===== config.mk =====
export PLATFORM = sky130hd
export DESIGN_NAME = arcade_input_ctrl
export DESIGN_NICKNAME = d
export VERILOG_FILES = /design/src/rtl/arcade_input_ctrl.sv
export SDC_FILE = /design/constraint.sdc
export NUM_CORES = 1
export LEC_CHECK = 0
export BUFFER_PORTS_ARGS = -buffer_cell sky130_fd_sc_hd__buf_2
export CAP_MARGIN = 10
export CELL_PAD_IN_SITES_DETAIL_PLACEMENT = 0
export CELL_PAD_IN_SITES_GLOBAL_PLACEMENT = 2
export CORE_MARGIN = 2
export CORE_UTILIZATION = 33
export DETAILED_ROUTE_END_ITERATION = 8
export PLACE_DENSITY_LB_ADDON = 0.1
export SLEW_MARGIN = 20
export SYNTH_ARGS = -nofsm -noshare
export SYNTH_HDL_FRONTEND = slang
export SYNTH_SLANG_ARGS = --single-unit
export TNS_END_PERCENT = 100

===== constraint.sdc =====
create_clock -name clk -period 2.8 [get_ports clk]
set_input_delay 0.28 -clock clk [delete_from_list [all_inputs] [get_ports clk]]
set_output_delay 0.28 -clock clk [all_outputs]
set_load 0.01 [all_outputs]

===== src/rtl/arcade_input_ctrl.sv =====
// Arcade control conditioner: merges joystick words with PS/2 key latches, adds autofire and coin shaping.
// Latency: joy_in to outputs 1 cycle, key_strobe to outputs 2 cycles; coin rises 3 cycles after a request edge.
// No backpressure: coin requests queue up to 3 deep (further edges are dropped); everything else is level-based.
module arcade_input_ctrl #(
  parameter int PLAYERS      = 2,
  parameter int BUTTONS      = 8,
  parameter int COIN_PULSE   = 16,
  parameter int COIN_GAP     = 16,
  parameter int AUTOFIRE_DIV = 1024
) (
  input  logic                            clk,
  input  logic                            reset,
  input  logic                            key_strobe,
  input  logic                            key_pressed,
  input  logic [7:0]                      key_code,
  input  logic [PLAYERS*(BUTTONS+6)-1:0]  joy_in,
  input  logic [BUTTONS-1:0]              autofire_mask,
  output logic [PLAYERS*(BUTTONS+4)-1:0]  players,
  output logic [PLAYERS-1:0]              starts,
  output logic [PLAYERS-1:0]              coins,
  output logic                            tilt
);

  localparam int JW   = BUTTONS + 6;                       // joystick slice width
  localparam int OW   = BUTTONS + 4;                       // player output slice width
  localparam int KP   = (PLAYERS < 2) ? PLAYERS : 2;       // channels that have keyboard mappings
  localparam int TMAX = (COIN_PULSE > COIN_GAP) ? COIN_PULSE : COIN_GAP;
  localparam int TW   = $clog2(TMAX + 1);
  localparam int DW   = $clog2(AUTOFIRE_DIV);

  typedef enum logic [1:0] {C_IDLE, C_PULSE, C_GAP} coin_st_t;

  // Key decode results
  logic pl_hit, st_hit, cn_hit, esc_hit, tilt_hit;
  int   pl_idx, pl_bit, st_idx, cn_idx;

  // Key latches
  logic [OW-1:0]      kpl_q [KP];
  logic [OW-1:0]      kpl_d [KP];
  logic [PLAYERS-1:0] kst_q, kst_d, kcn_q, kcn_d;
  logic               kesc_q, kesc_d, ktilt_q, ktilt_d;

  // Merged controls
  logic [OW-1:0]      held [PLAYERS];
  logic [PLAYERS-1:0] start_req, coin_req;

  // Autofire divider
  logic               any_masked;
  logic [DW-1:0]      div_q, div_d;
  logic               phase_q, phase_d;

  // Output registers
  logic [PLAYERS*OW-1:0] players_q, players_d;
  logic [PLAYERS-1:0]    starts_q, starts_d;
  logic                  tilt_q, tilt_d;

  // Map a PS/2 code onto the control it drives; bits are [3:0] UDLR, [4+] fires A..H
  always_comb begin
    pl_hit = 1'b0; pl_idx = 0; pl_bit = 0;
    st_hit = 1'b0; st_idx = 0;
    cn_hit = 1'b0; cn_idx = 0;
    esc_hit = 1'b0; tilt_hit = 1'b0;
    case (key_code)
      8'h75: begin pl_hit = 1'b1; pl_bit = 3; end
      8'h72: begin pl_hit = 1'b1; pl_bit = 2; end
      8'h6B: begin pl_hit = 1'b1; pl_bit = 1; end
      8'h74: begin pl_hit = 1'b1; pl_bit = 0; end
      8'h29: begin pl_hit = 1'b1; pl_bit = 4; end
      8'h11: begin pl_hit = 1'b1; pl_bit = 5; end
      8'h14: begin pl_hit = 1'b1; pl_bit = 6; end
      8'h12: begin pl_hit = 1'b1; pl_bit = 7; end
      8'h1A: begin pl_hit = 1'b1; pl_bit = 8; end
      8'h22: begin pl_hit = 1'b1; pl_bit = 9; end
      8'h21: begin pl_hit = 1'b1; pl_bit = 10; end
      8'h2A: begin pl_hit = 1'b1; pl_bit = 11; end
      8'h2D: begin pl_hit = 1'b1; pl_idx = 1; pl_bit = 3; end
      8'h2B: begin pl_hit = 1'b1; pl_idx = 1; pl_bit = 2; end
      8'h23: begin pl_hit = 1'b1; pl_idx = 1; pl_bit = 1; end
      8'h34: begin pl_hit = 1'b1; pl_idx = 1; pl_bit = 0; end
      8'h1C: begin pl_hit = 1'b1; pl_idx = 1; pl_bit = 4; end
      8'h1B: begin pl_hit = 1'b1; pl_idx = 1; pl_bit = 5; end
      8'h15: begin pl_hit = 1'b1; pl_idx = 1; pl_bit = 6; end
      8'h1D: begin pl_hit = 1'b1; pl_idx = 1; pl_bit = 7; end
      8'h43: begin pl_hit = 1'b1; pl_idx = 1; pl_bit = 8; end
      8'h42: begin pl_hit = 1'b1; pl_idx = 1; pl_bit = 9; end
      8'h3B: begin pl_hit = 1'b1; pl_idx = 1; pl_bit = 10; end
      8'h4B: begin pl_hit = 1'b1; pl_idx = 1; pl_bit = 11; end
      8'h05, 8'h16: begin st_hit = 1'b1; st_idx = 0; end
      8'h06, 8'h1E: begin st_hit = 1'b1; st_idx = 1; end
      8'h04, 8'h26: begin st_hit = 1'b1; st_idx = 2; end
      8'h0C, 8'h25: begin st_hit = 1'b1; st_idx = 3; end
      8'h2E: begin cn_hit = 1'b1; cn_idx = 0; end
      8'h36: begin cn_hit = 1'b1; cn_idx = 1; end
      8'h3D: begin cn_hit = 1'b1; cn_idx = 2; end
      8'h3E: begin cn_hit = 1'b1; cn_idx = 3; end
      8'h76: esc_hit = 1'b1;
      8'h66: tilt_hit = 1'b1;
      default: ;
    endcase
  end

  // Next key latch state; codes for absent buttons or channels match no latch bit
  always_comb begin
    kpl_d   = kpl_q;
    kst_d   = kst_q;
    kcn_d   = kcn_q;
    kesc_d  = kesc_q;
    ktilt_d = ktilt_q;
    if (key_strobe) begin
      for (int p = 0; p < KP; p++) begin
        for (int b = 0; b < OW; b++) begin
          if (pl_hit && pl_idx == p && pl_bit == b) kpl_d[p][b] = key_pressed;
        end
      end
      for (int p = 0; p < PLAYERS; p++) begin
        if (st_hit && st_idx == p) kst_d[p] = key_pressed;
        if (cn_hit && cn_idx == p) kcn_d[p] = key_pressed;
      end
      if (esc_hit)  kesc_d  = key_pressed;
      if (tilt_hit) ktilt_d = key_pressed;
    end
  end

  // Key latch registers
  always_ff @(posedge clk) begin
    if (reset) begin
      for (int p = 0; p < KP; p++) kpl_q[p] <= '0;
      kst_q   <= '0;
      kcn_q   <= '0;
      kesc_q  <= 1'b0;
      ktilt_q <= 1'b0;
    end else begin
      for (int p = 0; p < KP; p++) kpl_q[p] <= kpl_d[p];
      kst_q   <= kst_d;
      kcn_q   <= kcn_d;
      kesc_q  <= kesc_d;
      ktilt_q <= ktilt_d;
    end
  end

  for (genvar p = 0; p < PLAYERS; p++) begin : g_merge
    if (p < KP) begin : g_key
      assign held[p] = joy_in[p*JW +: OW] | kpl_q[p];
    end else begin : g_joy
      assign held[p] = joy_in[p*JW +: OW];
    end
    assign start_req[p] = joy_in[p*JW + BUTTONS + 4] | kst_q[p];
    assign coin_req[p]  = joy_in[p*JW + BUTTONS + 5] | kcn_q[p] | kesc_q;
  end

  // Autofire divider: parked at phase=1 while nothing masked is held so a fresh press fires at once
  always_comb begin
    any_masked = 1'b0;
    for (int p = 0; p < PLAYERS; p++) begin
      if (|(held[p][OW-1:4] & autofire_mask)) any_masked = 1'b1;
    end
    div_d   = div_q;
    phase_d = phase_q;
    if (!any_masked) begin
      div_d   = '0;
      phase_d = 1'b1;
    end else if (div_q == DW'(AUTOFIRE_DIV - 1)) begin
      div_d   = '0;
      phase_d = ~phase_q;
    end else begin
      div_d   = div_q + DW'(1);
    end
  end

  // Output words: directions pass through, masked fires are gated by the autofire phase
  always_comb begin
    players_d = '0;
    for (int p = 0; p < PLAYERS; p++) begin
      players_d[p*OW +: OW] = {held[p][OW-1:4] & ({BUTTONS{phase_q}} | ~autofire_mask),
                               held[p][3:0]};
    end
    starts_d = start_req;
    tilt_d   = ktilt_q;
  end

  // Divider and output registers
  always_ff @(posedge clk) begin
    if (reset) begin
      div_q     <= '0;
      phase_q   <= 1'b1;
      players_q <= '0;
      starts_q  <= '0;
      tilt_q    <= 1'b0;
    end else begin
      div_q     <= div_d;
      phase_q   <= phase_d;
      players_q <= players_d;
      starts_q  <= starts_d;
      tilt_q    <= tilt_d;
    end
  end

  assign players = players_q;
  assign starts  = starts_q;
  assign tilt    = tilt_q;

  for (genvar p = 0; p < PLAYERS; p++) begin : g_coin
    coin_st_t      st_q;
    logic [TW-1:0] tmr_q;
    logic [1:0]    pend_q;
    logic          req_q;
    logic          coin_q;
    logic          rise;
    logic          take;

    assign rise     = coin_req[p] & ~req_q;
    assign take     = (st_q == C_IDLE) && (pend_q != 2'd0);
    assign coins[p] = coin_q;

    // Coin shaper: queue request edges, then play fixed pulse + guaranteed low gap per coin
    always_ff @(posedge clk) begin
      if (reset) begin
        st_q   <= C_IDLE;
        tmr_q  <= '0;
        pend_q <= 2'd0;
        req_q  <= 1'b0;
        coin_q <= 1'b0;
      end else begin
        req_q  <= coin_req[p];
        coin_q <= (st_q == C_PULSE);
        case ({rise, take})
          2'b10:   if (pend_q != 2'd3) pend_q <= pend_q + 2'd1;
          2'b01:   pend_q <= pend_q - 2'd1;
          default: ;
        endcase
        case (st_q)
          C_IDLE: begin
            if (take) begin
              st_q  <= C_PULSE;
              tmr_q <= TW'(COIN_PULSE - 1);
            end
          end
          C_PULSE: begin
            if (tmr_q == '0) begin
              st_q  <= C_GAP;
              tmr_q <= TW'(COIN_GAP - 1);
            end else begin
              tmr_q <= tmr_q - TW'(1);
            end
          end
          C_GAP: begin
            if (tmr_q == '0) st_q <= C_IDLE;
            else             tmr_q <= tmr_q - TW'(1);
          end
          default: st_q <= C_IDLE;
        endcase
      end
    end
  end

endmodule

==> run summary <==
Number of slew-limit violations in the final report - 0
Maximum number of pins on one net before global-route repair - 42
Distinct cell type count after synthesis - 71
Leakage power - 2.13 nW
Starting utilization of the core area - 0.340
Number of gates resized after CTS - 0
CP max stage delay - 0.68 ns
Detailed Route WL - 11300 um
Number of buffer cells added on primary ports - 76
Wire per inst - 14.3 um
Insertion delay of the later-clocked pin in the worst-skew pair - 0.34 ns
Number of placed instances with taps included - 775
Max-slew headroom at the worst pin - 0.441
Final setup fails - 0
Setup crit start kind - primary input
Global route overflow - 0
Die boundary height - 121 um
Unrepaired setup endpoints after global routing - no
Data required time of the critical path - 3.07 ns
Count of max-cap constraint violations - 0
Clock share of power - 0.344
Final weighted congestion in routability-driven placement - 0.883
Worst clock skew - 0.00437 ns
CTS tree - done
Fraction of synthesis flops using an asynchronous set or reset pin - 0
Proportion of power drawn by combinational gates - 0.257
Int Pwr - 2.55 mW
Cell-by-cell trace of the critical path - buf_2 -> or4b_1 -> a211oi_1 -> a211o_1 -> o21ai_1 -> or3_1 -> a21oi_1
DR pass1 iterations - 4
Ratio of routed vias to standard cells - 5.05
CTS sink count - 90
CP Buf/Inv Count - 1
Final core occ - 0.400
Area added between synthesis and finish - 17.7%
Ports placed on the boundary - 77
Post-layout net count - 667
Root cell of the clock tree - clkbuf_16
Critical path data arrival time - 2.49 ns
Count of vias placed by the detailed router - 3995
Hold depth - 3
Num CTS Buffers - 9
Area of the mapped netlist - 4520 um2
Post-DP HPWL - 8220 um
Switch share - 0.308
Worst slew pin tran - 0.833 ns
Overall routing resource usage - 0.161
DRC Markers - 0
Core area - 13300 um2
Worst Hold Class - in2reg
Share of layout cells above drive strength 1 - 0.197
Worst-case clock buffer depth - 2
TNS Setup - 0 ns
Result of the run - complete, no violations
Die area - 14700 um2
Instance area at placement - 5010 um2
Number of storage elements in the synthesis netlist - 90
Sequential-to-total area share from yosys stat - 0.399
Ratio of final minimum period to clock period - 0.793
Worst path top cell family by delay - simple AND/OR/NAND/NOR gates
Peak VDD IR - 0.000283 V
Number of enable-type register cells in the synthesized netlist - 0
Vias in the first global route - 3747
Initial DRC Count - 278
Power spent charging and discharging nets - 1.13 mW
Wire length of the first global-routing pass - 18600 um
Pwr/cell area - 691 nW/um2
Total of hold buffers inserted after clock tree synthesis - 0
Fmax - 451 MHz
CTS H-tree lvls - 3
Master of the slowest instance on the critical path - or4b_1
Antenna violations before repair - 0
Most frequently used flop master after synthesis - dfxtp_1
Yosys warnings - 0
Number of inserted diodes - 0
Remaining antenna violation count after routing - 0
Share of power burned in registers - 0.399
Standard-cell row count - 42
Width of the chip - 121 um
CP Class - in2reg
R2R depth - 8
Syn nets - 605
Mean instance size in the synthesized netlist - 8.25 um2
Count of placed standard cells in the final layout, fillers left out - 791
Mapped Cells - 548
Number of hold violations in the final report - 0
Count of buffers added by post-CTS timing repair for setup - 0
Top fanout value on the critical path - 21
Instance count on the critical path - 7
Clock Pin Slew Worst Setup and Hold Paths - 0.06 ns
Area of all placed cells without fillers - 5320 um2
Clock period minus final worst setup slack - 2.22 ns
Sort of element at the end of the critical path - register
-- cells by family after synthesis --
group | Yosys count | share of synthesized area
AND/OR/NAND/NOR | 260 | 0.303
AO/OA/AOI/OAI | 118 | 0.174
adder cells (fa/ha/maj) | 9 | 0.0249
XOR/XNOR | 16 | 0.0310
buffers and inverters | 46 | 0.0479
multiplexers | 9 | 0.0202
flip-flops | 90 | 0.399
-- sequential cells by signal, indices dropped and copies added, names as in the netlist --
name / cells
kst_q: 2
kesc_q: 1
g_coin.tmr_q: 10
starts: 2
ktilt_q: 1
g_coin.req_q: 2
tilt: 1
g_coin.st_q: 4
g_coin.pend_q: 4
kpl_q: 24
g_coin.coin_q: 2
div_q: 10
kcn_q: 2
players: 24
phase_q: 1
-- metrics by stage --
step | hold WS, ns | power, mW | worst slack, ns
3_5_place_dp | 0.448 | 2.44 | 0.277
5_1_grt | 0.144 | 3.94 | 0.391
3_3_place_gp | 0.445 | 2.44 | 0.318
4_1_cts | 0.128 | 3.73 | 0.607
6_report | 0.142 | 3.68 | 0.581
2_1_floorplan | 0.396 | 2.23 | 0.759
-- Yosys cell counts, types with 8 or more instances --
cell	number	share of area
nor2b_1	8	0.011
o41ai_1	8	0.016
nand2_1	23	0.019
or3_1	16	0.022
a21o_1	8	0.013
xor2_1	8	0.016
xnor2_1	8	0.016
dfxtp_1	90	0.40
nor2_1	106	0.088
nand2b_1	19	0.026
o21ai_1	10	0.011
ha_1	9	0.025
inv_1	14	0.012
nand3_1	20	0.022
a21oi_1	29	0.032
clkbuf_1	10	0.0083
o21ai_0	18	0.020
nor3_1	12	0.013
buf_2	11	0.012
mux2i_1	8	0.018
-- routing by layer --
| metal | global-route usage | vias up | share of wire |
|---|---|---|---|
| met3 | 0.0390 | 8 | 0.043 |
| met5 | 0 | - | 0 |
| met4 | 0.0436 | 0 | 0.010 |
| met2 | 0.261 | 83 | 0.46 |
| li1 | - | 2070 | - |
| met1 | 0.213 | 1834 | 0.48 |
-- power groups by stage --
stage               Clock, mW  Combinational, mW  Sequential (mW)
floorplan                   0              0.732             1.49
global placement            0              0.945             1.50
detailed placement          0              0.943             1.50
CTS                      1.31              0.946             1.47
global route             1.37               1.09             1.49
finish                   1.26              0.944             1.47
-- worst min-delay path, stage by stage --
cell and delay (ns):
buf_2 0.08, nor2_1 0.03, nor2_1 0.06
-- worst paths after layout --
path / startpoint / endpoint / slack (ns)
max reg2reg: g_coin[1].st_q[1]$_SDFFE_PP0P_ / g_coin[1].tmr_q[0]$_SDFFE_PP0P_ / 0.77
min reg2reg: ktilt_q$_SDFFE_PP0P_ / ktilt_q$_SDFFE_PP0P_ / 0.45
min: joy_in[0] / players[0]$_SDFF_PP0_ / 0.14
max: key_code[4] / kpl_q[22]$_SDFFE_PP0P_ / 0.58
-- cell usage in the layout (no fill, tap or decap), drive strengths merged, types with 17 or more instances in the layout --
master,synthesis,routed
nor2,106,106
nand3,20,20
a21oi,29,29
nand2,23,23
o21ai,29,29
dfxtp,90,90
or3,17,17
buf,21,82
nand2b,19,19
-- area by class of cell --
cell class              instances  area, um2
well taps                     176        220
multi-input cells             412       2500
fillers                      1361       7970
repair buffers                 82        425
clock buffers                  13        270
clock inverters                 3       46.3
flip-flops and latches         90       1800
inverters                      15       56.3
No activity file was read; power rests on OpenSTA's default activity.
